## src/rtl/delay_pkg.sv

```systemverilog
// Shared types and helpers for the multi-tap delay/scale stage.
// Covers state encoding, derived widths and output saturation.
package delay_pkg;

    typedef enum logic [1:0] {
        CLEAR,
        IDLE,
        ACCUM,
        OUT
    } state_t;

    function automatic int addr_width(input int depth);
        return $clog2(depth);
    endfunction

    // Extra headroom bits guarantee the tap sum can never wrap.
    function automatic int acc_width(input int width, input int scale_w, input int num_taps);
        return width + scale_w + $clog2(num_taps + 1);
    endfunction

    function automatic logic signed [63:0] sat_shift(input logic signed [63:0] value,
                                                     input int                 frac_bits,
                                                     input int                 width);
        logic signed [63:0] shifted;
        logic signed [63:0] max_v;
        logic signed [63:0] min_v;
        logic signed [63:0] result;
        shifted = value >>> frac_bits;
        max_v   = (64'sd1 <<< (width - 1)) - 64'sd1;
        min_v   = -(64'sd1 <<< (width - 1));
        result  = shifted;
        if (shifted > max_v) begin
            result = max_v;
        end else if (shifted < min_v) begin
            result = min_v;
        end
        return result;
    endfunction

endpackage

```

## src/rtl/delay_history_ram.sv

```systemverilog
// Sample history store: one write port and one registered read port,
// written so synthesis can map it onto block RAM.
module delay_history_ram #(
    parameter int WIDTH  = 16,
    parameter int DEPTH  = 256,
    parameter int ADDR_W = $clog2(DEPTH)
) (
    input  logic              clk_in,
    input  logic              wr_en,
    input  logic [ADDR_W-1:0] wr_addr,
    input  logic [WIDTH-1:0]  wr_data,
    input  logic              rd_en,
    input  logic [ADDR_W-1:0] rd_addr,
    output logic [WIDTH-1:0]  rd_data
);

    logic [WIDTH-1:0] mem [DEPTH];

    always_ff @(posedge clk_in) begin
        if (wr_en) begin
            mem[wr_addr] <= wr_data;
        end
        if (rd_en) begin
            rd_data <= mem[rd_addr];
        end
    end

endmodule

```

## src/rtl/multitap_delay_scale.sv

```systemverilog
// Multi-tap delay line: stores accepted samples in a circular history and
// outputs the saturated sum of gain-weighted delayed copies, one tap per clock.
module multitap_delay_scale
    import delay_pkg::*;
#(
    parameter int WIDTH     = 16,
    parameter int DEPTH     = 256,
    parameter int NUM_TAPS  = 4,
    parameter int SCALE_W   = 8,
    parameter int FRAC_BITS = 6
) (
    input  logic                                  clk_in,
    input  logic                                  reset_in,
    input  logic                                  ready_in,
    input  logic [WIDTH-1:0]                      signal_in,
    input  logic [NUM_TAPS*addr_width(DEPTH)-1:0] delay_in,
    input  logic [NUM_TAPS*SCALE_W-1:0]           scale_in,
    input  logic [NUM_TAPS-1:0]                   tap_en_in,
    output logic [WIDTH-1:0]                      signal_out,
    output logic                                  done_out,
    output logic                                  busy_out,
    output logic                                  overrun_out
);

    localparam int ADDR_W = addr_width(DEPTH);
    localparam int ACC_W  = acc_width(WIDTH, SCALE_W, NUM_TAPS);
    localparam int PROD_W = WIDTH + SCALE_W;
    localparam int IDX_W  = (NUM_TAPS > 1) ? $clog2(NUM_TAPS) : 1;
    localparam logic [IDX_W-1:0]  LAST_TAP  = IDX_W'(NUM_TAPS - 1);
    localparam logic [ADDR_W-1:0] LAST_ADDR = ADDR_W'(DEPTH - 1);

    state_t state;
    state_t next_state;

    logic [ADDR_W-1:0]         wr_ptr;
    logic [ADDR_W-1:0]         clr_addr;
    logic [ADDR_W-1:0]         base_q;
    logic [ADDR_W-1:0]         delay_q [NUM_TAPS];
    logic signed [SCALE_W-1:0] scale_q [NUM_TAPS];
    logic [NUM_TAPS-1:0]       en_q;
    logic [IDX_W-1:0]          issue_idx;
    logic [IDX_W-1:0]          acc_idx;
    logic                      issuing;
    logic                      acc_valid;
    logic signed [ACC_W-1:0]   acc;
    logic signed [PROD_W-1:0]  product;
    logic [WIDTH-1:0]          result_sat;

    logic                      ram_we;
    logic                      ram_re;
    logic [ADDR_W-1:0]         ram_waddr;
    logic [ADDR_W-1:0]         ram_raddr;
    logic [WIDTH-1:0]          ram_wdata;
    logic signed [WIDTH-1:0]   ram_rdata;

    delay_history_ram #(
        .WIDTH  (WIDTH),
        .DEPTH  (DEPTH),
        .ADDR_W (ADDR_W)
    ) u_history (
        .clk_in  (clk_in),
        .wr_en   (ram_we),
        .wr_addr (ram_waddr),
        .wr_data (ram_wdata),
        .rd_en   (ram_re),
        .rd_addr (ram_raddr),
        .rd_data (ram_rdata)
    );

    always_ff @(posedge clk_in) begin
        if (reset_in) begin
            state <= CLEAR;
        end else begin
            state <= next_state;
        end
    end

    always_comb begin
        next_state = state;
        case (state)
            CLEAR:   if (clr_addr == LAST_ADDR) next_state = IDLE;
            IDLE:    if (ready_in) next_state = ACCUM;
            ACCUM:   if (acc_valid && acc_idx == LAST_TAP) next_state = OUT;
            OUT:     next_state = IDLE;
            default: next_state = CLEAR;
        endcase
    end

    always_comb begin
        busy_out  = (state != IDLE);
        ram_we    = 1'b0;
        ram_waddr = wr_ptr;
        ram_wdata = '0;
        ram_re    = 1'b0;
        case (state)
            CLEAR: begin
                ram_we    = !reset_in;
                ram_waddr = clr_addr;
            end
            IDLE: begin
                ram_we    = ready_in && !reset_in;
                ram_wdata = signal_in;
            end
            ACCUM:   ram_re = issuing;
            default: ram_re = 1'b0;
        endcase
    end

    // Address arithmetic wraps naturally because DEPTH is a power of two.
    assign ram_raddr = base_q - delay_q[issue_idx];

    always_comb begin
        product = '0;
        if (en_q[acc_idx]) begin
            product = PROD_W'(ram_rdata) * PROD_W'(scale_q[acc_idx]);
        end
    end

    assign result_sat = WIDTH'(sat_shift(64'(acc), FRAC_BITS, WIDTH));

    always_ff @(posedge clk_in) begin
        if (reset_in) begin
            wr_ptr      <= '0;
            clr_addr    <= '0;
            base_q      <= '0;
            en_q        <= '0;
            issue_idx   <= '0;
            acc_idx     <= '0;
            issuing     <= 1'b0;
            acc_valid   <= 1'b0;
            acc         <= '0;
            signal_out  <= '0;
            done_out    <= 1'b0;
            overrun_out <= 1'b0;
        end else begin
            done_out    <= 1'b0;
            overrun_out <= ready_in && (state != IDLE);
            case (state)
                CLEAR: clr_addr <= clr_addr + 1'b1;
                IDLE: begin
                    if (ready_in) begin
                        wr_ptr    <= wr_ptr + 1'b1;
                        base_q    <= wr_ptr;
                        en_q      <= tap_en_in;
                        issue_idx <= '0;
                        issuing   <= 1'b1;
                        acc_valid <= 1'b0;
                        acc       <= '0;
                    end
                end
                ACCUM: begin
                    if (issuing) begin
                        issue_idx <= issue_idx + 1'b1;
                        if (issue_idx == LAST_TAP) begin
                            issuing <= 1'b0;
                        end
                    end
                    acc_valid <= issuing;
                    acc_idx   <= issue_idx;
                    if (acc_valid) begin
                        acc <= acc + ACC_W'(product);
                    end
                end
                OUT: begin
                    signal_out <= result_sat;
                    done_out   <= 1'b1;
                end
                default: done_out <= 1'b0;
            endcase
        end
    end

    // Per-tap configuration is frozen at acceptance so later input changes cannot leak in.
    always_ff @(posedge clk_in) begin
        if (!reset_in && state == IDLE && ready_in) begin
            for (int k = 0; k < NUM_TAPS; k++) begin
                delay_q[k] <= delay_in[k*ADDR_W +: ADDR_W];
                scale_q[k] <= scale_in[k*SCALE_W +: SCALE_W];
            end
        end
    end

endmodule

```

## config.mk

```make
export PLATFORM = sky130hd
export DESIGN_NAME = multitap_delay_scale
export DESIGN_NICKNAME = d
export VERILOG_FILES = /design/src/rtl/delay_pkg.sv /design/src/rtl/delay_history_ram.sv /design/src/rtl/multitap_delay_scale.sv
export SDC_FILE = /design/constraint.sdc
export NUM_CORES = 2
export LEC_CHECK = 0
export BUFFER_PORTS_ARGS = -buffer_cell sky130_fd_sc_hd__buf_2
export CORE_ASPECT_RATIO = 1.4
export CORE_UTILIZATION = 25
export DETAILED_ROUTE_END_ITERATION = 16
export PLACE_DENSITY = 0.44
export SLEW_MARGIN = 20
export SYNTH_ARGS = -nofsm -noshare
export SYNTH_HDL_FRONTEND = slang
export SYNTH_MEMORY_MAX_BITS = 65536
export SYNTH_SLANG_ARGS = --single-unit
```

## constraint.sdc

```tcl
create_clock -name clk_in -period 10.8 [get_ports clk_in]
set_input_delay 0 -clock clk_in [delete_from_list [all_inputs] [get_ports clk_in]]
set_output_delay 0 -clock clk_in [all_outputs]
set_load 0.005 [all_outputs]
```

Yosys cells after proc, flatten, opt, wreduce, memory -nomap -nowiden
Memory sizes are Yosys's and may differ from the RTL's. A register that Yosys moved wholly into a read port is not among the register bits.
Cells that the tools add are included.
{"block": "classes", "n_addsub": 5, "mul": 1, "magnitude_cmp": 3, "eq_ne": 12, "mux": 34, "reduce_logical": 13}
{"operator": "$mux 27", "n": 2}
{"operator": "$pmux 27 s2", "n": 1}
{"operator": "$mux 16", "n": 3}
{"operator": "$add 27x24->27", "n": 1}
{"operator": "$mul 16x8->24", "n": 1}
{"operator": "$mux 24", "n": 1}
{"operator": "$gt 21x16->1 const B", "n": 1}
{"operator": "$lt 21x16->1 const B", "n": 1}
{"operator": "$mux 2", "n": 9}
{"operator": "$add 8x1->8 const B", "n": 2}
{"operator": "$mux 1", "n": 11}
{"operator": "$ne 2x2->1 const B", "n": 5}
{"operator": "$reduce_and 3->1", "n": 3}
{"operator": "$eq 2x2->1 const B", "n": 4}
{"operator": "$eq 8x8->1 const B", "n": 1}
{"operator": "$mux 8", "n": 1}
{"operator": "$pmux 2 s4", "n": 1}
{"operator": "$sub 8x8->8", "n": 1}
{"operator": "$pmux 1 s2", "n": 3}
{"operator": "$logic_and 1x1->1", "n": 5}
{"operator": "$pmux 2 s2", "n": 1}
{"operator": "$reduce_and 2->1", "n": 2}
{"operator": "$lt 2x3->1 const B", "n": 1}
{"operator": "$add 2x1->2 const B", "n": 1}
{"operator": "other kinds (6)", "n": 6}
{"block": "word_totals", "ff_bits": 81, "ram_bits": 4160, "in_bits": 87, "output_inout_bits": 19, "word_cells": 84, "memories": 3}
{"name": "u_history.mem", "words": 256, "width": 16, "rd": 1, "rd_ports_with_merged_regs": 1, "write_ports": 1, "line_no": "delay_history_ram.sv:17", "rtl": "logic [WIDTH-1:0] mem [DEPTH];"}
{"name": "delay_q", "words": 4, "width": 8, "rd": 1, "rd_ports_with_merged_regs": 1, "write_ports": 4, "line_no": "multitap_delay_scale.sv:38", "rtl": "logic [ADDR_W-1:0] delay_q [NUM_TAPS];"}
{"name": "scale_q", "words": 4, "width": 8, "rd": 1, "rd_ports_with_merged_regs": 1, "write_ports": 4, "line_no": "multitap_delay_scale.sv:39", "rtl": "logic signed [SCALE_W-1:0] scale_q [NUM_TAPS];"}

Longest topological paths before layout
{"block": "depth", "word_depth": 6, "ltp_mapped": 32, "depth_no_buf": 30}

Cells and area by module
From an unflattened synthesis, not the netlist that was laid out.
{"block": "hier_totals", "hier_cells": 8588, "hier_area_um2": 170771.3}
{"module": "delay_history_ram", "instances": 1, "cells_each": 7360, "area_per_inst_um2": 158874.9, "seq_area_each_um2": 123478.4}
{"module": "multitap_delay_scale", "instances": 1, "cells_each": 1228, "area_per_inst_um2": 11896.4, "seq_area_each_um2": 3623.5}

Worst setup path after synthesis
OpenSTA, ideal clock, no wires.
{"block": "synth_path", "path_kind": "register to register", "start": "register (tool-made name)", "end": "register acc[26]", "setup_ns": 0.075, "t_arrival_ns": 7.673, "required_time_ns": 10.725, "slack_ns": 3.052, "path_stages_with_launch": 30, "path_buffers": 2, "period_less_slack_ns": 7.748, "path_cell_list": "dfxtp_1 > clkbuf_1 > mux4_2 > clkbuf_1 > and2_1 > fa_1 > fa_1 > fa_1 > inv_1 > fa_1 > inv_1 > ha_1 > a21o_1 > a31oi_1 > o311ai_2 > a211oi_1 > and2b_1 > o21ai_0 > nand2b_1 > a21oi_1 > xnor2_1 > nor2_1 > ha_1 > or2_2 > a21oi_1 > a21oi_1 > o2111a_1 > or4_1 > a211o_1 > a31oi_1"}
{"item": "end signal, assigned", "line_no": "multitap_delay_scale.sv:161", "rtl": "acc <= acc + ACC_W'(product);"}
{"item": "end, declared", "line_no": "multitap_delay_scale.sv:45", "rtl": "logic signed [ACC_W-1:0] acc;"}

==> impl_results.html <==
<table>
<tr><th>Metric</th><th>Value</th></tr>
<tr><th colspan="2">Synthesis</th></tr>
<tr><td>Mean post-synth cell area</td><td>22.3 um^2</td></tr>
<tr><td>Fraction of registers with async set or reset after synthesis</td><td>0</td></tr>
<tr><td>Synthesized cell area</td><td>169000 um^2</td></tr>
<tr><td>Number of standard cells after synthesis</td><td>7589</td></tr>
<tr><td>Synthesized Nets</td><td>7866</td></tr>
<tr><td>Top FF cell, synth</td><td>sky130_fd_sc_hd__edfxtp_1</td></tr>
<tr><td>Flip-flop and latch count after synthesis</td><td>4261</td></tr>
<tr><td>Warnings from Yosys</td><td>0</td></tr>
<tr><td>Register area share after synthesis</td><td>0.752</td></tr>
<tr><td>Count of flip-flops with a built-in enable after synthesis</td><td>4176</td></tr>
<tr><td>Distinct cell type count after synthesis</td><td>65</td></tr>
<tr><th colspan="2">Worst setup path</th></tr>
<tr><td>Crit-path most repeated cell</td><td>sky130_fd_sc_hd__ha_1</td></tr>
<tr><td>CP max stage delay</td><td>0.79 ns</td></tr>
<tr><td>Element type at the critical path end</td><td>register</td></tr>
<tr><td>Data arrival time of the critical path</td><td>9.17 ns</td></tr>
<tr><td>Data required time at the worst endpoint</td><td>11.64 ns</td></tr>
<tr><td>Worst Setup Path Type</td><td>register to register</td></tr>
<tr><td>Startpoint type of the worst setup path</td><td>register</td></tr>
<tr><td>Biggest fanout along the worst timing path</td><td>16</td></tr>
<tr><td>Cell type of the slowest stage on the worst timing path</td><td>sky130_fd_sc_hd__mux4_2</td></tr>
<tr><th colspan="2">Pwr</th></tr>
<tr><td>Leakage</td><td>0.0713 uW</td></tr>
<tr><td>IR drop worst, VDD</td><td>0.148 mV</td></tr>
<tr><td>Pwr per Cell Area</td><td>165 nW/um^2</td></tr>
<tr><th colspan="2">Clock tree</th></tr>
<tr><td>TritonCTS clock tree</td><td>yes</td></tr>
<tr><td>Htree depth</td><td>5</td></tr>
<tr><td>Total clock buffers created by CTS</td><td>399</td></tr>
<tr><td>Clock sink count</td><td>4261</td></tr>
<tr><td>Post-CTS repair timing setup buffer count</td><td>0</td></tr>
<tr><td>Clock latency on the worst-skew pair</td><td>0.96 ns</td></tr>
<tr><td>CTS max path bufs</td><td>4</td></tr>
<tr><td>Clk slew on worst S/H paths</td><td>0.07 ns</td></tr>
<tr><td>Root Buffer</td><td>sky130_fd_sc_hd__clkbuf_16</td></tr>
<tr><th colspan="2">Status</th></tr>
<tr><td>Result of the run</td><td>finished clean</td></tr>
<tr><th colspan="2">Place</th></tr>
<tr><td>DPL Wire Length</td><td>291000 um</td></tr>
<tr><td>Routability Congestion</td><td>0.769</td></tr>
<tr><td>Instance area at placement</td><td>183000 um^2</td></tr>
<tr><td>Pre-CTS WS</td><td>2.49 ns</td></tr>
<tr><td>Count of input and output buffers</td><td>105</td></tr>
<tr><th colspan="2">Floorplan</th></tr>
<tr><td>Effective utilization at floorplan</td><td>0.251</td></tr>
<tr><td>Std cell rows</td><td>357</td></tr>
<tr><td>Die X-Extent</td><td>697 um</td></tr>
<tr><td>Die ar.</td><td>679000 um^2</td></tr>
<tr><td>Core region area</td><td>674000 um^2</td></tr>
<tr><td>I/O pin total</td><td>106</td></tr>
<tr><td>Die H</td><td>975 um</td></tr>
<tr><th colspan="2">Timing</th></tr>
<tr><td>Final clock skew</td><td>0.0972 ns</td></tr>
<tr><td>Slew at the pin closest to its max-slew limit</td><td>1.26 ns</td></tr>
<tr><td>Setup TNS Final</td><td>0 ns</td></tr>
<tr><td>Part of the cycle the worst path needs</td><td>0.771</td></tr>
<tr><td>Crit path setup slack, layout</td><td>2.48 ns</td></tr>
<tr><td>Time the worst path needs with I/O delays and setup</td><td>8.32 ns</td></tr>
<tr><td>Number of endpoints failing setup at the final stage</td><td>0</td></tr>
<tr><td>Tightest hold margin</td><td>0.152 ns</td></tr>
<tr><td>Max Clk Rate</td><td>120 MHz</td></tr>
<tr><td>Endpoints failing hold</td><td>0</td></tr>
<tr><td>Unrepaired setup endpoints after global routing</td><td>false</td></tr>
<tr><td>Slew headroom</td><td>0.156</td></tr>
<tr><td>Total count of max-transition violations in the final report</td><td>0</td></tr>
<tr><th colspan="2">Cells and area</th></tr>
<tr><td>Core utilization of the finished layout</td><td>0.294</td></tr>
<tr><td>Synthesis-to-finish area growth</td><td>17.1%</td></tr>
<tr><td>Ratio of cells with drive above 1 in the final layout</td><td>0.293</td></tr>
<tr><td>Nets</td><td>8540</td></tr>
<tr><td>Multi-input combinational cell area</td><td>40300 um^2</td></tr>
<tr><td>Area taken by flip-flops and latches</td><td>127000 um^2</td></tr>
<tr><td>Finished Cell Area</td><td>198000 um^2</td></tr>
<tr><td>Fill cell total of the finished layout</td><td>65400</td></tr>
<tr><th colspan="2">Drt</th></tr>
<tr><td>Number of vias after detailed routing</td><td>79800</td></tr>
<tr><td>DRC violation count after routing</td><td>0</td></tr>
<tr><td>Post-DR wirelength/cell</td><td>27.6 um</td></tr>
<tr><td>Iter 0 DRT Violations</td><td>6803</td></tr>
<tr><td>Detail-routed via count per cell</td><td>4.54</td></tr>
<tr><td>Number of antenna-violating nets in the routed design</td><td>0</td></tr>
<tr><td>Post-detailed-routing wire length</td><td>486000 um</td></tr>
<tr><td>Drt first pass iters</td><td>5</td></tr>
<tr><th colspan="2">GRT</th></tr>
<tr><td>Maximum number of pins on one net before global-route repair</td><td>129</td></tr>
<tr><td>Via count of the first global-routing pass</td><td>85800</td></tr>
<tr><td>Overall global routing resource usage</td><td>0.140</td></tr>
<tr><td>Global-route wire length before repair</td><td>681000 um</td></tr>
<tr><td>Initial antenna violation count</td><td>22</td></tr>
<tr><td>Total congestion overflow after global routing</td><td>0</td></tr>
<tr><th colspan="2">Job</th></tr>
<tr><td>Max_cap viols</td><td>0</td></tr>
<tr><th colspan="2">Min path</th></tr>
<tr><td>Hold crit path type</td><td>input port to register</td></tr>
</table>
==> cells in the mapped netlist (all sizes together) (3+ instances only) <==
cell    instances  area, um^2
dfxtp          85        1700
a32oi           3        26.3
buf           135         543
nor2b          71         444
xnor2          40         350
and3           10        62.6
a211oi         69         518
o21bai          6        45.0
o21a            6        45.0
a31oi           9        56.3
nor2          366        1370
edfxtp       4176      125000
a221oi          3        26.3
xor2           20         175
o32ai           4        35.0
nand2b          7        43.8
a22oi          22         165
clkbuf        267        1000
a32o            3        30.0
a21oi         127         636
or2             4        25.0
a211o           3        26.3
o31ai           5        37.5
nor3           24         120
or3             8        50.1
and2          111         694
mux4         1295       29200
a21o           16         120
inv           165         619
nor3b           3        22.5
fa            105        2100
ha             85        1060
o21ai          29         149
mux2i         122        1220
nand3          22         110
nand2         125         469
nand4           6        37.5
==> cells by family after synthesis <==
| kind of cell | count (synthesis) | share of synthesized area |
|---|---|---|
| AOI/OAI and AO/OA | 325 | 0.0125 |
| adders and majority gates | 191 | 0.0188 |
| muxes | 1419 | 0.180 |
| buffers and inverters | 567 | 0.0128 |
| DFF | 4261 | 0.752 |
| xor gates and xnor gates | 60 | 0.00311 |
| and+or+nand+nor | 766 | 0.0208 |
==> registers in the layout, indices dropped and copies added (netlist names), named ones only <==
name	cells
u_history.mem	4096
delay_q	32
scale_q	32
acc	27
signal_out	16
u_history.rd_data	16
base_q	8
clr_addr	8
wr_ptr	8
en_q	4
acc_idx	2
issue_idx	2
state	2
acc_valid	1
done_out	1
issuing	1
overrun_out	1
==> layout make-up <==
type                            count  share of cell area
Clock inverter                    234              0.0135
Tap cell                         8975              0.0567
Inverter                          165             0.00313
Antenna cell                        8            0.000101
Sequential cell                  4261               0.642
Clock buffer                      498              0.0531
Multi-Input combinational cell   2761               0.203
Timing Repair Buffer              675              0.0280
==> placed cells by master (no fill, tap or decap), drive strengths merged, types with 4 or more instances in the layout <==
cell / count
ha: 85
mux4: 1295
a211oi: 69
nand4: 6
o21ai: 29
nor2b: 71
dlygate4sd3: 163
nor2: 366
edfxtp: 4176
o31ai: 5
a21o: 16
mux2i: 122
xor2: 20
nand3: 22
or2: 4
or3: 8
clkbuf: 498
bufinv: 51
dfxtp: 85
a31oi: 9
a22oi: 22
and3: 10
clkinv: 154
and2: 111
nor3: 24
a21oi: 127
o32ai: 4
xnor2: 40
o21bai: 6
nand2b: 7
clkinvlp: 12
buf: 512
fa: 105
nand2: 125
inv: 182
o21a: 6
diode: 8
==> metal layers <==
layer / track usage / wire length [um]
met1: 0.176 / 197000
met2: 0.253 / 254000
met3: 0.0139 / 19000
met4: 0.0414 / 15400
met5: 0 / 27
==> power breakdown <==
part,internal [uW],switching [uW],total (uW)
sequential,17900,4.64,17900
combinational,79.8,134,214
clock,8160,6300,14500
==> critical path, delay by kind of cell, from the launching register on <==
family / cells / cell delay (ns)
compound gates: 12 / 2.56
buf+inv: 2 / 0.08
flops: 1 / 0.67
mux: 1 / 0.79
simple gates: 7 / 1.53
fa+ha+maj: 7 / 2.57
==> per-stage QoR <==
| step | cells | power [uW] |
|---|---|---|
| 2_1_floorplan | 7589 | 18300 |
| 3_3_place_gp | 16700 | 18400 |
| 3_5_place_dp | 16700 | 18400 |
| 4_1_cts | 17600 | 32900 |
| 5_1_grt | 17600 | 33500 |
| 6_report | 17600 | 32600 |
==> worst paths after layout <==
| kind | startpoint | endpoint | slack, ns | depth (start not counted) |
|---|---|---|---|---|
| min | signal_in[0] | u_history.mem[197][0] | 0.15 | 3 |
| max reg2reg | register | acc[26] | 2.48 | 29 |
| min reg2reg | base_q[4] | base_q[4] | 0.46 | 2 |
| max | register | acc[26] | 2.48 | 29 |
==> what timing repair did <==
item / 4_1_cts / 5_1_grt
gates resized for setup: 0 / 0
hold buffers: 163 / 0
hold endpoints to repair: 829 / 0
(Power assumes the default switching activity.)
